**src/rtl/note_encoder.sv**
```systemverilog
// note_encoder
//   Measures the period of an 8-bit amplitude waveform (midpoint 128) by
//   counting valid samples between rising crossings with hysteresis. It then
//   converts each accepted period into a note number, note = 12*octave + semitone.
//
// Parameters
//   HYST          hysteresis half-width around 128, in LSBs (1..64)
// Ports
//   clk           system clock, rising edge
//   rst           synchronous active-high reset
//   sample        unsigned amplitude sample
//   sample_valid  1 = sample consumed this cycle
//   note          encoded note 0..95, held between updates
//   note_valid    one-cycle pulse when note updates
//   no_signal     1 = no valid period since reset or last timeout
module note_encoder #(
  parameter int HYST = 8
) (
  input  logic       clk,
  input  logic       rst,
  input  logic [7:0] sample,
  input  logic       sample_valid,
  output logic [9:0] note,
  output logic       note_valid,
  output logic       no_signal
);

  localparam logic [0:0] S_IDLE = 1'b0;
  localparam logic [0:0] S_MEAS = 1'b1;

  localparam logic [7:0]  LO_TH   = 8'(128 - HYST);
  localparam logic [7:0]  HI_TH   = 8'(128 + HYST);
  localparam logic [11:0] CNT_TO  = 12'd4094;  // one more sample would reach 4095
  localparam logic [11:0] CNT_MIN = 12'd15;    // P = cnt+1 must be >= 16

  // Semitone boundaries on the normalised period (2048..4095).
  localparam logic [11:0] TH [0:11] = '{
    12'd3979, 12'd3756, 12'd3545, 12'd3346, 12'd3158, 12'd2981,
    12'd2814, 12'd2656, 12'd2507, 12'd2366, 12'd2233, 12'd2108
  };

  // ---------------- detector / period counter ----------------
  logic [0:0]  state_q, state_d;
  logic [11:0] cnt_q, cnt_d;
  logic        armed_q, armed_d;
  logic        crossing, arm_set, timeout;
  logic [11:0] p_q, p_d;
  logic        p_vld;

  assign arm_set  = sample_valid && (sample < LO_TH);
  assign crossing = sample_valid && armed_q && (sample >= HI_TH);

  always_comb begin
    state_d = state_q;
    cnt_d   = cnt_q;
    armed_d = armed_q;
    p_d     = p_q;
    p_vld   = 1'b0;
    timeout = 1'b0;
    if (crossing)     armed_d = 1'b0;
    else if (arm_set) armed_d = 1'b1;
    case (state_q)
      S_IDLE: begin
        if (crossing) begin
          state_d = S_MEAS;
          cnt_d   = '0;
        end
      end
      default: begin
        if (crossing) begin
          // A crossing wins over a timeout on the same sample.
          p_d   = cnt_q + 12'd1;
          p_vld = (cnt_q >= CNT_MIN);
          cnt_d = '0;
        end else if (sample_valid) begin
          if (cnt_q == CNT_TO) begin
            timeout = 1'b1;
            state_d = S_IDLE;
            cnt_d   = '0;
            armed_d = 1'b0;
          end else begin
            cnt_d = cnt_q + 12'd1;
          end
        end
      end
    endcase
  end

  // ---------------- conversion pipeline ----------------
  // vld_pipe_q[0]: p_q holds an accepted period
  // vld_pipe_q[1]: oct_q/n_q hold octave and normalised period
  // vld_pipe_q[2]: nsum_q holds the final note
  logic [2:0]  vld_pipe_q;
  logic [3:0]  msb;
  logic [2:0]  shamt;
  logic [11:0] n_d, n_q;
  logic [2:0]  oct_q;
  logic [3:0]  pos;
  logic [6:0]  nraw, nsum_d, nsum_q;
  logic [9:0]  note_q;
  logic        note_valid_q, no_sig_q;

  // Highest set bit of P (4..11) sets octave and the normalising shift.
  always_comb begin
    msb = 4'd11;
    for (int i = 4; i < 12; i++) begin
      if (p_q[i]) msb = 4'(i);
    end
    shamt = 3'(4'd11 - msb);
    n_d   = p_q << shamt;
  end

  // Counting all twelve thresholds yields pos = 12 when N < T11, which is
  // exactly the wrap into octave+1, pos 0. Octave 7 then gives 96 -> clamp to 95.
  always_comb begin
    pos = '0;
    for (int k = 0; k < 12; k++) begin
      if (n_q < TH[k]) pos = pos + 4'd1;
    end
    nraw   = 7'(oct_q) * 7'd12 + 7'(pos);
    nsum_d = (nraw > 7'd95) ? 7'd95 : nraw;
  end

  always_ff @(posedge clk) begin
    if (rst) begin
      state_q      <= S_IDLE;
      cnt_q        <= '0;
      armed_q      <= 1'b0;
      p_q          <= '0;
      n_q          <= '0;
      oct_q        <= '0;
      nsum_q       <= '0;
      vld_pipe_q   <= '0;
      note_q       <= '0;
      note_valid_q <= 1'b0;
      no_sig_q     <= 1'b1;
    end else begin
      state_q    <= state_d;
      cnt_q      <= cnt_d;
      armed_q    <= armed_d;
      vld_pipe_q <= {vld_pipe_q[1:0], p_vld};
      if (p_vld)         p_q    <= p_d;
      if (vld_pipe_q[0]) begin
        n_q   <= n_d;
        oct_q <= shamt;
      end
      if (vld_pipe_q[1]) nsum_q <= nsum_d;
      if (vld_pipe_q[2]) note_q <= 10'(nsum_q);
      note_valid_q <= vld_pipe_q[2];
      if (timeout)            no_sig_q <= 1'b1;
      else if (vld_pipe_q[2]) no_sig_q <= 1'b0;
    end
  end

  assign note       = note_q;
  assign note_valid = note_valid_q;
  assign no_signal  = no_sig_q;

endmodule

```
**config.mk**
```make
export PLATFORM = sky130hd
export DESIGN_NAME = note_encoder
export DESIGN_NICKNAME = d
export VERILOG_FILES = /design/src/rtl/note_encoder.sv
export SDC_FILE = /design/constraint.sdc
export NUM_CORES = 1
export LEC_CHECK = 0
export ABC_CLOCK_PERIOD_IN_PS = 7300
export CAP_MARGIN = 30
export CORE_ASPECT_RATIO = 1.1
export CORE_UTILIZATION = 35
export CTS_CLUSTER_SIZE = 12
export DETAILED_ROUTE_END_ITERATION = 10
export PLACE_DENSITY = 0.5
export SLEW_MARGIN = 10
export SYNTH_ARGS = -nofsm -noshare
export SYNTH_HDL_FRONTEND = slang
export SYNTH_SLANG_ARGS = --single-unit
```
**constraint.sdc**
```tcl
create_clock -name clk -period 7.3 [get_ports clk]
set_input_delay 0.73 -clock clk [delete_from_list [all_inputs] [get_ports clk]]
set_output_delay 0.73 -clock clk [all_outputs]
set_load 0.1 [all_outputs]
```
==> results.md <==
* WL met2 at 4.739 mm
* Status: finished clean
* First-pass GRT wire length at 16.05 mm
* GRT Util Overall at 0.1559
* Ratio of cells with drive above 1 in the final layout at 0.1643
* Max layer used: met4
* Most common cell after layout, fill and taps aside: nor2_1
* H-Tree Level Count at 3
* Max Buffers Root-to-Sink at 2
* Post-route ant nets at 0
* Final Cycle Share at 0.9502
* Minimum clock period at approximately 6.9 ns
* # DRC at 0
* Routed len/inst at roughly 13 um
* Largest net degree at the start of global routing at 35
* DIE HEIGHT at 118.4 um
* Final Non-Filler Cells at around 730
* Critical Path Slowest Stage Cell: or4_4
* Clk_skew at 0.008136 ns
* CTS tree: built
* N_diodes at 0
* Port Buffers at 16
* Synth warnings at 0
* Max Slew Vio Count at 0
* Met3 Routed Length at 216 um
* CP max stage delay at 0.50 ns
* Leakage at 1.950 nW
* Kind of critical path: flop to flop
* Area delta synth->final at 21.37%
* Ys flop type: dfxtp_1
* Synth async-reset ratio at 0
* Routability cong. at 0.8008
* Vias per cell at 5.187
* WP data required at 7.55 ns
* Peak supply drop at 0.0001318 V
* Worst slew pin tran at 0.9747 ns
* CTS buffer count at 9
* Initial antenna violation count at 0
* Row count at between 40 and 50
* DR vias at 3766
* Max Freq at approximately 0.14 GHz
* Final setup fails at 0
* Syn avg cell area at 8.064 um2
* Top delay family on crit path: adder cells
* Root Driver: clkbuf_16
* Die X at 107.9 um
* Initial Util at 0.3585
* Clk slew on worst S/H paths at 0.05 ns
* Die area at 12770 um2
* Cell variety after synth at 71
* Mapped Cells at 535
* Placed cells at 704
* Number of max-cap violations at 0
* CP startpoint kind: flop
* Worst Path Arrival at 7.19 ns
* Vias in the first global route at 3517
* Total clock sinks at 60
* Yosys reg bits at 60
* Synthesized cell area at 4314 um2
* Headroom to the max-slew limit at 0.3482
* Final Hold Viols at 0
* Cell Pwr Density at 152.2 nW/um2
* Worst Hold Class: flop to flop
* 1st-iter DRT viols at 203
* Router iterations before antenna repair at 7
* Number of synthesized flops with an enable pin at 0
* Register area share after synthesis at 0.2784
* M1 WL at 4.358 mm
* Post-Route WL at 9.495 mm
* Number of nets in the layout at ~600
* Placed Area at 4753 um2
* CP max FO at 8
* Most frequent cells in the layout: 86 x nor2_1, 58 x dfxtp_1, 40 x a21oi_1
* Layout Cell Area excl Fill at 5236 um2
* Overflow after GRT at 0
* Worst skew pair latency at 0.33 ns
* CP most frequent cell: xnor2_1
* Crit. End Element: flop
* I/O pin count at 23
* Area of the core at 12030 um2
* Hold Slack at approximately 0.48 ns
* Critical path buffers and inverters at 5
* Detail Placement HPWL at 7.027 mm
power breakdown:
part	switching, W	internal (W)
Clock	0.000141	0.000306
Sequential	0.000000563	0.000328
Combinational	0.0000157	0.00000577
worst paths after layout:
| kind | endpoint | slack [ns] | startpoint | cells after the start |
|---|---|---|---|---|
| setup / recovery | nsum_q[2]$_SDFFE_PP0P_ | 0.36 | n_q[2]$_SDFFE_PP0P_ | 36 |
| hold / removal | nsum_q[5]$_SDFFE_PP0P_ | 0.48 | nsum_q[5]$_SDFFE_PP0P_ | 2 |
| setup reg to reg | nsum_q[2]$_SDFFE_PP0P_ | 0.36 | n_q[2]$_SDFFE_PP0P_ | 36 |
| hold reg to reg | nsum_q[5]$_SDFFE_PP0P_ | 0.48 | nsum_q[5]$_SDFFE_PP0P_ | 2 |
registers in the layout, summed over array words and instances (netlist names):
signal      flops
oct_q           3
vld_pipe_q      3
armed_q         1
note            7
state_q         1
no_signal       1
note_valid      1
n_q            12
nsum_q          7
cnt_q          12
p_q            12
cell usage after synthesis, drive strengths merged (3+ instances only):
cell / number / area (um2)
a211oi: 22 / 165.2
a21boi: 3 / 22.52
a21o: 7 / 52.55
a21oi: 40 / 200.2
a311oi: 4 / 35.03
a31o: 3 / 26.28
a31oi: 4 / 31.28
and2: 4 / 25.02
and3: 7 / 48.80
buf: 10 / 70.06
clkbuf: 24 / 91.33
dfxtp: 60 / 1201
ha: 18 / 225.2
inv: 20 / 75.07
mux2: 5 / 60.05
mux2i: 21 / 210.2
nand2: 37 / 138.9
nand2b: 6 / 37.54
nand3: 15 / 75.07
nand3b: 6 / 45.04
nand4: 3 / 18.77
nor2: 87 / 326.6
nor2b: 6 / 37.54
nor3: 11 / 55.05
nor4: 4 / 25.02
o21ai: 15 / 75.07
o22ai: 4 / 25.02
o31ai: 8 / 60.06
or3: 3 / 18.77
or4: 3 / 26.27
xnor2: 29 / 280.3
xor2: 12 / 142.6
layer usage:
| metal | vias up | global-route usage |
|---|---|---|
| met5 | - | 0 |
| met3 | 16 | 0.03144 |
| met2 | 44 | 0.2648 |
| met4 | 0 | 0.06849 |
| li1 | 1963 | - |
| met1 | 1743 | 0.1878 |
cell type report:
cell class,count,area [um2]
Clock inverter,4,73.82
Timing Repair Buffer,54,460.4
Sequential cell,60,1206
Clock buffer,11,242.7
Multi-Input combinational cell,421,2973
Fill cell,1197,6798
Tap cell,154,192.7
Inverter,22,87.58
timing repair:
item / in CTS / in global routing
endpoints found under the setup margin: 5 / 7
setup buffers: 0 / 7
hold buffers: 0 / 0
gates resized for setup: 2 / 25
pin swaps: 0 / 16
cloned: 0 / 0
per-stage QoR:
step / setup TNS (ns) / util / total power (W) / worst slack [ns]
floorplan: 0 / - / 0.0003513 / 0.2127
global placement: -0.4505 / 0.3927 / 0.0003557 / -0.09726
detailed placement: -0.7783 / 0.3950 / 0.0003573 / -0.1679
CTS: 0 / 0.4216 / 0.0008105 / 0.08174
global route: -0.2323 / 0.4351 / 0.0008228 / -0.07829
finish: 0 / 0.4351 / 0.0007970 / 0.3632
kinds of logic (layout without fill, tap and decap cells):
logic type	after synthesis	after routing	synth area share
DFF	60	60	0.2784
and+or+nand+nor	197	197	0.2143
other	1	3	0.0008692
muxes	28	28	0.07308
adders and majority gates	20	20	0.06149
AOI/OAI and AO/OA	130	130	0.2051
xor gates and xnor gates	43	43	0.1090
buffers and inverters	56	91	0.05771
worst reg2reg max path, delay by kind of cell, from the launching register on:
kind | cells | cell delay [ns]
AOI/OAI and AO/OA | 8 | 1.44
xor gates and xnor gates | 6 | 0.99
adders and majority gates | 8 | 2.17
buffers and inverters | 5 | 0.62
DFF | 1 | 0.30
muxes | 2 | 0.41
and+or+nand+nor | 7 | 0.92
(Power assumes the default switching activity.)
